## config.mk

```make
export PLATFORM = sky130hd
export DESIGN_NAME = cp0
export DESIGN_NICKNAME = d
export VERILOG_FILES = /design/src/rtl/cp0.sv
export SDC_FILE = /design/constraint.sdc
export NUM_CORES = 1
export LEC_CHECK = 0
export CORE_MARGIN = 3
export CORE_UTILIZATION = 43
export DETAILED_ROUTE_END_ITERATION = 8
export PLACE_DENSITY_LB_ADDON = 0.2
export SETUP_SLACK_MARGIN = 0.1
export SLEW_MARGIN = 20
export SYNTH_ARGS = -nofsm -noshare
export SYNTH_HDL_FRONTEND = slang
export SYNTH_SLANG_ARGS = --single-unit
```

## constraint.sdc

```tcl
create_clock -name clk -period 2.26 [get_ports clk]
set_clock_uncertainty 0.05 [all_clocks]
set_input_delay 0.339 -clock clk [delete_from_list [all_inputs] [get_ports clk]]
set_output_delay 0.339 -clock clk [all_outputs]
set_load 0.1 [all_outputs]
```

## src/rtl/cp0.sv

```systemverilog
// cp0: coprocessor-0 exception/interrupt controller beside the M stage.
// Holds SR, Cause, EPC and a constant PRId. Raises Req (combinational) when an
// enabled interrupt or an M-stage exception is pending and no handler is
// active, records the victim PC/cause on the following edge, and serves
// mfc0 (DOut), mtc0 (WE/A2/DIn) and eret (EXLClr).
// Ports:
//   clk, reset       clock, synchronous active-high reset
//   A1               mfc0 read register number -> DOut (combinational)
//   A2, DIn, WE      mtc0 write address, data, enable
//   PC, BDIn         victim PC and branch-delay-slot flag
//   ExcCodeIn        M-stage exception code, 0 = none
//   HWInt            level-sensitive hardware interrupt lines
//   EXLClr           eret in M stage
//   Req              exception/interrupt taken this cycle (combinational)
//   EPCOut           current EPC register
module cp0 #(
    parameter logic [31:0] PRID = 32'h2021_0007
) (
    input  logic        clk,
    input  logic        reset,
    input  logic [4:0]  A1,
    input  logic [4:0]  A2,
    input  logic [31:0] DIn,
    input  logic        WE,
    input  logic [31:0] PC,
    input  logic        BDIn,
    input  logic [4:0]  ExcCodeIn,
    input  logic [5:0]  HWInt,
    input  logic        EXLClr,
    output logic        Req,
    output logic [31:0] EPCOut,
    output logic [31:0] DOut
);

    localparam int unsigned XLEN   = 32;
    localparam int unsigned INT_W  = 6;
    localparam int unsigned CODE_W = 5;

    localparam logic [4:0] REG_SR    = 5'd12;
    localparam logic [4:0] REG_CAUSE = 5'd13;
    localparam logic [4:0] REG_EPC   = 5'd14;
    localparam logic [4:0] REG_PRID  = 5'd15;

    // Architectural state; only the implemented bits are stored.
    logic [INT_W-1:0]  sr_im;
    logic              sr_exl;
    logic              sr_ie;
    logic              cause_bd;
    logic [INT_W-1:0]  cause_ip;
    logic [CODE_W-1:0] cause_exc;
    logic [XLEN-1:2]   epc;

    logic              int_req;
    logic              exc_req;
    logic [XLEN-1:0]   victim_pc;
    logic              unused_pc_lsb;

    // Request generation: interrupts use HWInt directly, not the lagging IP.
    assign int_req = (|(HWInt & sr_im)) & sr_ie & ~sr_exl;
    assign exc_req = (ExcCodeIn != CODE_W'(0)) & ~sr_exl;
    assign Req     = int_req | exc_req;

    // Delay-slot victims restart at the branch; wraps modulo 2^32.
    assign victim_pc     = BDIn ? (PC - XLEN'(4)) : PC;
    assign unused_pc_lsb = ^victim_pc[1:0];

    // State update: reset > Req > EXLClr > mtc0 write of EXL.
    always_ff @(posedge clk) begin
        if (reset) begin
            sr_im     <= '0;
            sr_exl    <= 1'b0;
            sr_ie     <= 1'b0;
            cause_bd  <= 1'b0;
            cause_ip  <= '0;
            cause_exc <= '0;
            epc       <= '0;
        end else begin
            cause_ip <= HWInt;
            if (Req) begin
                sr_exl    <= 1'b1;
                cause_exc <= int_req ? CODE_W'(0) : ExcCodeIn;
                cause_bd  <= BDIn;
                epc       <= victim_pc[XLEN-1:2];
            end else begin
                if (WE && (A2 == REG_SR)) begin
                    sr_im <= DIn[15:10];
                    sr_ie <= DIn[0];
                end
                // eret overrides a same-cycle mtc0 write of EXL only.
                if (EXLClr) begin
                    sr_exl <= 1'b0;
                end else if (WE && (A2 == REG_SR)) begin
                    sr_exl <= DIn[1];
                end
                if (WE && (A2 == REG_EPC)) begin
                    epc <= DIn[XLEN-1:2];
                end
            end
        end
    end

    assign EPCOut = {epc, 2'b00};

    // mfc0 read port; no bypass of a same-cycle mtc0.
    always_comb begin
        DOut = '0;
        case (A1)
            REG_SR:    DOut = {16'b0, sr_im, 8'b0, sr_exl, sr_ie};
            REG_CAUSE: DOut = {cause_bd, 15'b0, cause_ip, 3'b0, cause_exc, 2'b00};
            REG_EPC:   DOut = {epc, 2'b00};
            REG_PRID:  DOut = PRID;
            default:   DOut = '0;
        endcase
    end

endmodule

```

Word-level counts from Yosys, hierarchy flattened
Cells that the tools add are included. Widths: inputs -> output; s select.

Reduce and logical (&&, ||, !) cells: 7. Mux-type cells: 8. Bitwise operators: 7. Add/sub/neg operators: 1. Equality and inequality tests: 6.

Operator list (number): $pmux 32 s4 (1); $mux 30 (2); $mux 32 (1); $sub 32x3->32 const B (1); $eq 5x4->1 const B (6); $and 6x6->6 (1); $reduce_or 6->1 (1); $mux 5 (1); $reduce_bool 5->1 (1); $and 1x1->1 (3); $mux 1 (3); $reduce_bool 3->1 (1); $logic_and 1x1->1 (2); $not 1->1 (2); $reduce_and 2->1 (1); $reduce_bool 2->1 (1); $or 1x1->1 (1).

Bits in registers: 50. Output and inout port bits: 65.

Logic depth before layout (Yosys ltp)
Gate-level depths: netlist (run 1).

Depth in word-level cells: 7. Depth in mapped cells: 7. Gate-level depth less buffers: 6.

Worst setup path before layout (run 1)
Ideal clock, no wire load.

Path kind: flip-flop to output port. From: reg epc[2] (netlist name). To: out DOut[2]. Path slack: -0.698 ns. Cell stages (with the launch flop): 3. Buffers on the path: 0. Data arrival time: 2.569 ns. Path through: dfxtp_1 > nand2_1 > a21oi_1.

Word-level cells in the longest chain between the ends: 1.

Ends and longest elaborated chain: start: declaration (line 51) `logic [XLEN-1:2] epc;`; start signal: assignment (line 83) `epc <= victim_pc[XLEN-1:2];`; start signal: assignment (line 96) `epc <= DIn[XLEN-1:2];`; $pmux 32 s4 (line 107) `case (A1)`; end: declaration (line 32) `output logic [31:0] DOut`.

No other way between the ends.

Final worst setup path (run 1)
From: in A1[1]. To: out DOut[24].

Word-level cells in the longest chain between the ends: 2.

Ends and longest elaborated chain: start: declaration (line 21) `input logic [4:0] A1,`; $eq 5x4->1 (line 107); $pmux 32 s4 * (line 107).

Mark *: on every way between the ends. The rest lies on a longest branch, timed or not.

==> results of run 1 <==
## state kept, by name (all words and copies together), names as in the netlist
signal / flops
sr_exl: 1
cause_bd: 1
cause_ip: 6
sr_ie: 1
sr_im: 6
epc: 30
cause_exc: 5
## cell type report
class                   instances  share of cell area, %
flip-flops and latches         50                   15.5
clock buffers                   6                   1.27
clock inverters                 2                  0.193
multi-input cells             335                   40.4
inverters                      30                   1.77
well taps                     102                   1.97
repair buffers                243                   38.9
## stage by stage
stage | std cells | total power, mW | cell area, µm²
after detailed placement | 753 | 2.25 | 6180
after CTS | 764 | 2.80 | 6350
after floorplan | 462 | 1.76 | 3790
after global routing | 768 | 2.92 | 6490
after global placement | 753 | 2.22 | 6180
final | 768 | 2.83 | 6490
## per-layer routing
metal / wire (µm) / global-route usage [%] / vias to the layer above
li1: - / - / 2193
met1: 5920 / 35.1 / 2272
met2: 7420 / 49.8 / 250
met3: 1110 / 4.21 / 33
met4: 410 / 9.66 / 0
met5: 0 / 0 / -
## worst register-to-register path: stages (launching register included)
cell and delay, ps:
dfxtp_1 330, a22o_1 250, o311a_4 420, buf_12 160, buf_4 170, nor4_1 410
a311oi_1 100
## layout by cell type (no fill, tap or decap), drive strengths merged, types with 11 or more instances in the layout
cell / n
or4: 15
a21oi: 16
buf: 157
clkdlybuf4s50: 71
nor2: 31
o31a: 25
nand2: 13
nor4: 49
o31ai: 13
inv: 30
mux2i: 13
o41ai: 11
a211oi: 19
dfxtp: 50
and2: 15
## path summary, 6_finish.rpt
kind	to	slack, ps	cells past startpoint
worst max-delay path	DOut[24]	30	6
worst min-delay path	cause_ip[0]	260	2
worst max register to register	epc[21]	260	6
worst min register to register	sr_im[3]	460	2
## kinds of logic (layout without fill, tap and decap cells)
| kind of cell | count (synthesis) | after routing | share of synthesized area (%) |
|---|---|---|---|
| AOI/OAI and AO/OA | 125 | 125 | 26.5 |
| xor gates and xnor gates | 12 | 12 | 2.88 |
| adders and majority gates | 1 | 1 | 0.342 |
| buffers and inverters | 77 | 281 | 8.18 |
| DFF | 50 | 50 | 27.4 |
| muxes | 13 | 13 | 3.56 |
| other | 1 | 2 | 0.103 |
| and+or+nand+nor | 182 | 182 | 31.1 |
## timing repair
action,in CTS,in global routing
gates cloned,0,1
setup buffers,3,3
endpoints found under the setup margin,22,42
pin swaps,13,9
gates resized for setup,20,33
## power by group
group / switching, mW / internal (mW) / total (mW)
clock: 0.305 / 0.247 / 0.552
sequential: 0.0632 / 0.950 / 1.01
combinational: 0.806 / 0.459 / 1.26
==> qor.txt, run 1 <==
maxcap violations -> 0
DR WL/cell -> 19.3 µm
Yosys cell types -> 61
Critical Path RT -> 1870 ps
final setup vio count -> 0
die height -> 98.2 µm
Tot GR Track Use -> 28.3%
vias in the first global route -> 4,566
crit path DAT -> 1840 ps
DR vias -> 4,748
largest net degree at the start of global routing -> 48
root buf cell -> clkbuf_8
Reg-to-Reg Start -> sr_im[0]
final wirelength -> 14,900 µm
# rows -> 32
startpoint types -> primary input
Antenna Violating Nets Remaining -> 0
Post-Route Setup TNS -> 0 ps
CP max-delay cell -> clkdlybuf4s50_1
Sink Count -> 50
Mapped Area -> 3650 µm²
Filler cells -> 497
Placer Congestion -> 0.926
dpl ws -> -319 ps
Final Util -> 81.5%
Slew Viols, Final -> 0
vias per std cell -> 6.18
Pwr Density -> 436 nW/µm²
clk slew on worst S/H paths -> 90 ps
later-pin clock latency in the skew report -> 310 ps
YS warnings -> 0
Setup crit end kind -> output port
sequential area share after synthesis -> 27.4%
area leader, netlist -> dfxtp_1
# diodes -> 0
Starting Density -> 45.9%
layout cells sized above 1 -> 36.0%
Final #Nets -> 756
WS Path Type -> in2out
CP delay by family, top -> buffers and inverters
cts hold-fix bufs -> 0
status -> complete, no violations
register area -> 1010 µm²
Die Wd -> 98.2 µm
Hold WS -> 258 ps
CTS tree -> built
asr flop ratio synth -> 0%
Hold Startpoint -> HWInt[0]
area of the die -> 9640 µm²
first-pass GRT wire length -> 22,600 µm
DRC Markers -> 0
DR pass1 iterations -> 5
initial drt markers -> 513
fmax -> 449 MHz
Overflow after GRT -> 0
Peak VDD IR -> 0.000252 V
average cell area after synthesis -> 7.93 µm²
Synth top area share -> 27.4%
Worst Hold Class -> in2reg
PortBufs -> 150
post-synthesis register bit count -> 50
CP startpoint -> A1[1]
CP peak stage delay -> 520 ps
Tmin final -> 2230 ps
setup slack after layout -> 31.7 ps
Synth area leaders -> dfxtp_1, nor4_1, o31a_1, clkbuf_1, a211oi_1
RSZ-0062 raised after global routing -> yes
antenna violations before repair -> 0
Post-synth EDFFs -> 0
commonest cells in the netlist -> dfxtp_1, nor4_1, clkbuf_1
core region area -> 7970 µm²
Syn Inst Count -> 461
Crit Path Max Fanout -> 8
crit-path cells -> clkdlybuf4s50_1, nor2b_2, nor2b_4, buf_6, and2_2, buf_12
htree depth -> 2
Final Hold Fails -> 0
post-DP HPWL -> 11,100 µm
Max clock buf depth -> 2
Leakage -> 2.53 nW
Bufs and invs on worst path -> 3
io pins -> 155
predominant post-synthesis flop cell -> dfxtp_1
Layout area overhead -> 77.6%
CTS buffer count -> 5
crit share post-route -> 98.6%
multi-input logic area -> 2620 µm²
most common cell in the netlist -> dfxtp_1
Note: power is estimated with default switching activity, not from simulation.
==> inputs of run 2 (changes only) <==
- CORE_UTILIZATION: 43 -> 44
- CTS_BUF_LIST: default -> sky130_fd_sc_hd__clkbuf_8
==> run 2 against run 1 <==
Worst setup slack improved by 92 ps. Design area is 0.42% higher. First-iteration DRC count fell by 10%. Via count increased by 2.9%. Wire length is 2.9% higher. Register-to-register slack worse by 100 ps. Utilization increased by 1.2 points. Cell count is 0.52% higher. Largest cell class unchanged. Largest power group unchanged. Highest routed layer unchanged.
==> qor.txt, run 2 (synthesis gave the netlist of run 1 again) <==
top layer used by detailed routing -> met4
DR pass1 iterations -> 6
Final Hold Fails -> 0
Slew Viols, Final -> 0
Cell Int Power -> 1.60 mW
crit-path cells -> clkdlybuf4s50_1, a22o_1, o311a_4, nor2_4, inv_4, buf_12
fmax -> 468 MHz
Antenna Violating Nets Remaining -> 0
Starting Density -> 46.3%
later-pin clock latency in the skew report -> 310 ps
Pwr Density -> 424 nW/µm²
Crit Path Max Fanout -> 4
Worst Tran Pin Value -> 587 ps
relative slew slack -> 60.9%
initial drt markers -> 461
Die Wd -> 97.1 µm
Met2 Wirelength -> 7580 µm
vias per std cell -> 6.33
Final #Nets -> 760
WL met1 -> 5710 µm
RSZ-0062 raised after global routing -> yes
CTS buffer count -> 5
CP max-delay cell -> clkdlybuf4s50_1
Comb pwr share -> 45.7%
vias in the first global route -> 4,681
Tmin final -> 2140 ps
Worst Hold Class -> in2reg
CP startpoint -> HWInt[2]
Crit Reg-Reg Endpoint -> epc[26]
clock share of power -> 17.7%
Net Sw Power -> 1.16 mW
layout cells sized above 1 -> 36.6%
Critical Path RT -> 1870 ps
most frequent cells in the layout -> buf_4, clkdlybuf4s50_1, dfxtp_1
Layout area overhead -> 78.4%
area of the die -> 9430 µm²
core region area -> 7890 µm²
root buf cell -> clkbuf_8
status -> complete, no violations
Final Util -> 82.6%
crit path DAT -> 1750 ps
most common cell after layout, fill and taps aside -> buf_4
# rows -> 32
Leakage -> 2.62 nW
post-DP HPWL -> 11,500 µm
crit share post-route -> 94.5%
Met3 Wirelength -> 1320 µm
DRC Markers -> 0
CTS tree -> built
total chip power -> 2.76 mW
Peak VDD IR -> 0.000256 V
final wirelength -> 15,300 µm
Tot GR Track Use -> 30.2%
max FFs per register -> 30
Biggest register -> epc
maxcap violations -> 0
Setup crit end kind -> output port
worst reg2reg path depth -> 5
first-pass GRT wire length -> 23,600 µm
die height -> 97.1 µm
Largest regs -> epc x30, cause_ip x6, sr_im x6
antenna violations before repair -> 1
DR WL/cell -> 19.8 µm
Placer Congestion -> 0.908
Reg-to-Reg Start -> sr_im[1]
PortBufs -> 150
Sink Count -> 50
Max clock buf depth -> 2
final setup vio count -> 0
Overflow after GRT -> 0
io pins -> 155
Sw Ratio -> 41.9%
WS Path Type -> in2out
last element of the critical path -> Req
clk slew on worst S/H paths -> 90 ps
DR vias -> 4,887
R2R setup slack -> 160 ps
largest net degree at the start of global routing -> 48
sequential cell fraction of total power -> 36.6%
CP peak stage delay -> 430 ps
startpoint types -> primary input
htree depth -> 2
run 2: cell type report:
| type | instances | area (µm²) |
|---|---|---|
| diodes | 1 | 2.50 |
| repair buffers | 247 | 2530 |
| clock inverters | 2 | 7.51 |
| multi-input cells | 335 | 2650 |
| fillers | 495 | 1370 |
| well taps | 102 | 128 |
| clock buffers | 5 | 68.8 |
| flip-flops and latches | 50 | 1010 |
| inverters | 30 | 115 |
run 2: worst min-delay path by stage:
stage / from / endpoint / slack [ps] / cells past startpoint
2_1_floorplan: HWInt[0] / cause_ip[0] / 420 / 1
3_3_place_gp: sr_im[3] / sr_im[3] / 450 / 2
3_5_place_dp: sr_im[4] / sr_im[4] / 460 / 2
4_1_cts: sr_im[4] / sr_im[4] / 470 / 2
5_1_grt: HWInt[0] / cause_ip[0] / 260 / 2
6_report: HWInt[0] / cause_ip[0] / 250 / 2
run 2: power by group through the flow:
| stage | Clock [mW] | Combinational, mW | Sequential (mW) |
|---|---|---|---|
| after floorplan | 0 | 0.391 | 1.37 |
| after global placement | 0 | 1.19 | 1.03 |
| after detailed placement | 0 | 1.21 | 1.03 |
| after CTS | 0.482 | 1.23 | 1.01 |
| after global routing | 0.516 | 1.31 | 1.02 |
| final | 0.488 | 1.26 | 1.01 |
run 2: per-stage QoR:
stage / hold slack [ps] / cells / cell area [µm²] / setup TNS (ps) / setup WS, ps
6_report: 246 / 772 / 6520 / 0 / 123
5_1_grt: 257 / 772 / 6520 / 0 / 26.1
4_1_cts: 466 / 766 / 6370 / 0 / 58.7
3_5_place_dp: 456 / 755 / 6160 / -6520 / -369
3_3_place_gp: 446 / 755 / 6160 / -4040 / -259
2_1_floorplan: 417 / 462 / 3790 / -925 / -399
run 2: repair_timing:
item                                    in CTS  in global routing
cloned                                       1                  0
pin swaps                                    9                 11
endpoints found under the setup margin      32                 43
buffers inserted                             3                  5
gates resized for setup                     28                 30
hold buffers                                 0                  0
run 2: per-layer routing:
layer | vias to the layer above | track usage, %
met4 | 0 | 11.7
met5 | - | 0
met3 | 67 | 6.03
li1 | 2197 | -
met2 | 333 | 52.6
met1 | 2290 | 36.5
run 2: worst max-delay path: cells and delay by family:
family | cells | cell delay (ps)
AO/OA/AOI/OAI | 2 | 580
buffers and inverters | 3 | 660
AND/OR/NAND/NOR | 1 | 150
==> inputs of run 3 (changes only) <==
- CAP_MARGIN: default -> 30
- CORE_MARGIN: 3 -> 2
==> run 3 against run 2 <==
Global-route usage fell by 0.31 points. Utilization fell by 3.2 points. Highest routed layer unchanged. Sequential power barely moved. Via count fell by 4.5%. Critical endpoint unchanged. Critical path depth did not move.
==> qor.txt, run 3 (synthesis gave the netlist of run 1 again) <==
initial drt markers -> 332
Die Wd -> 95.1 µm
CTS buffer count -> 5
post-DP HPWL -> 10,900 µm
met1 Use GR -> 36.7%
Largest regs -> epc x30, cause_ip x6, sr_im x6
Hold Startpoint -> HWInt[0]
R2R setup slack -> 200 ps
crit path DAT -> 1770 ps
Overflow after GRT -> 0
CP max-delay cell -> clkdlybuf4s50_1
Final #Nets -> 755
DR WL/cell -> 18.1 µm
Max clock buf depth -> 2
Sink Count -> 50
vias in the first global route -> 4,413
maxcap violations -> 0
GR peak layer -> met2
status -> complete, no violations
DRC Markers -> 0
final non-filler cell area -> 6460 µm²
max FFs per register -> 30
vias per std cell -> 6.06
Reg-to-Reg Start -> sr_im[1]
htree depth -> 2
Placer Congestion -> 0.876
first-pass GRT wire length -> 21,500 µm
GR Util met3 -> 4.58%
# rows -> 33
WS Path Type -> in2out
met2 Track Usage GR -> 51.8%
later-pin clock latency in the skew report -> 300 ps
Setup crit end kind -> output port
RSZ-0062 raised after global routing -> yes
startpoint types -> primary input
final wirelength -> 14,000 µm
Biggest register -> epc
Crit Reg-Reg Endpoint -> sr_im[1]
most common cell after layout, fill and taps aside -> buf_4
# diodes -> 0
Antenna Violating Nets Remaining -> 0
CP delay by family, top -> buffers and inverters
CTS tree -> built
worst reg2reg path depth -> 7
register area -> 1010 µm²
Worst Hold Path Cells -> 2
crit share post-route -> 95.3%
relative slew slack -> 63.7%
multi-input logic area -> 2640 µm²
Leakage -> 2.53 nW
root buf cell -> clkbuf_8
CP peak stage delay -> 430 ps
Final Hold Fails -> 0
core region area -> 8130 µm²
fmax -> 464 MHz
die height -> 95.1 µm
area of the die -> 9050 µm²
Final Util -> 79.4%
DR vias -> 4,667
final setup vio count -> 0
Worst Tran Pin Value -> 545 ps
io pins -> 155
largest net degree at the start of global routing -> 38
Tmin final -> 2150 ps
Starting Density -> 44.9%
clk slew on worst S/H paths -> 90 ps
most frequent cells in the layout -> buf_4, clkdlybuf4s50_1, nor4_1
crit-path cells -> clkdlybuf4s50_1, a22o_1, o311a_1, nor2_2, inv_2, buf_12
hold worst-path end -> cause_ip[0]
Pwr Density -> 432 nW/µm²
Filler cells -> 521
Critical Path RT -> 1870 ps
Slew Viols, Final -> 0
Worst Hold Class -> in2reg
PortBufs -> 150
Tot GR Track Use -> 29.9%
antenna violations before repair -> 0
layout cells sized above 1 -> 36.5%
Layout area overhead -> 76.8%
cts hold-fix bufs -> 0
Bufs and invs on worst path -> 3
Crit Path Max Fanout -> 3
Peak VDD IR -> 0.000274 V
Placed Area -> 6150 µm²
DR pass1 iterations -> 4
[run 3: changes by cell type in the layout (fill, tap and decap cells not counted), moves of 2 or more]
| cell | delta |
|---|---|
| dlymetal6s2s_1 | -11 |
| clkdlybuf4s15_1 | +2 |
| buf_4 | -5 |
| a21oi_1 | -7 |
| or4_4 | -2 |
| o311ai_1 | +2 |
| clkdlybuf4s50_1 | +8 |
| o311ai_0 | -3 |
| nor4_2 | -5 |
| a21oi_2 | +7 |
| nor4_1 | +5 |
[run 3: final cells by class]
| class | instances | share of cell area, % |
|---|---|---|
| inverter | 30 | 1.74 |
| multi-input combinational | 335 | 40.8 |
| timing repair buffer | 242 | 38.4 |
| clock inverter | 2 | 0.136 |
| clock buffer | 6 | 1.28 |
| tap | 105 | 2.03 |
| sequential | 50 | 15.6 |
[run 3: metrics by stage]
step	hold slack (ps)	setup TNS, ps	setup slack, ps	cells	power, mW
after global routing	251	0	11.7	770	2.89
after global placement	450	-4250	-270	755	2.22
after detailed placement	461	-5700	-384	755	2.24
after CTS	358	0	71.3	768	2.77
final	257	0	105	770	2.79
after floorplan	417	-925	-399	462	1.76
[run 3: timing repair]
action	4_1_cts	5_1_grt
gates resized for setup	21	29
pin swaps	13	14
endpoints found under the setup margin	23	48
setup buffers	5	2
[run 3: routing by layer]
layer	share of wire [%]	up-vias
met5	0	-
met1	40	2216
li1	-	2204
met4	3.5	0
met3	6.6	39
met2	50	208
[run 3: worst max path at each step]
stage / end / cells past startpoint / slack, ps / startpoint
final: Req / 6 / 110 / HWInt[2]
after global routing: epc[21] / 6 / 10 / PC[4]
after CTS: Req / 6 / 70 / HWInt[4]
after detailed placement: epc[18] / 8 / -380 / PC[2]
after global placement: epc[12] / 7 / -270 / PC[2]
after floorplan: DOut[0] / 3 / -400 / A1[1]
[run 3: report_power, final]
part	switching [mW]	leakage [nW]	internal (mW)
Combinational	0.797	2.06	0.450
Clock	0.291	0.0524	0.243
Sequential	0.0621	0.416	0.950
Total	1.15	2.53	1.64
[run 3: worst register-to-register path, delay by kind of cell (launching register included)]
family          cells  cell delay (ps)
compound gates      3             1000
buf+inv             3              440
flops               1              340
simple gates        1              130
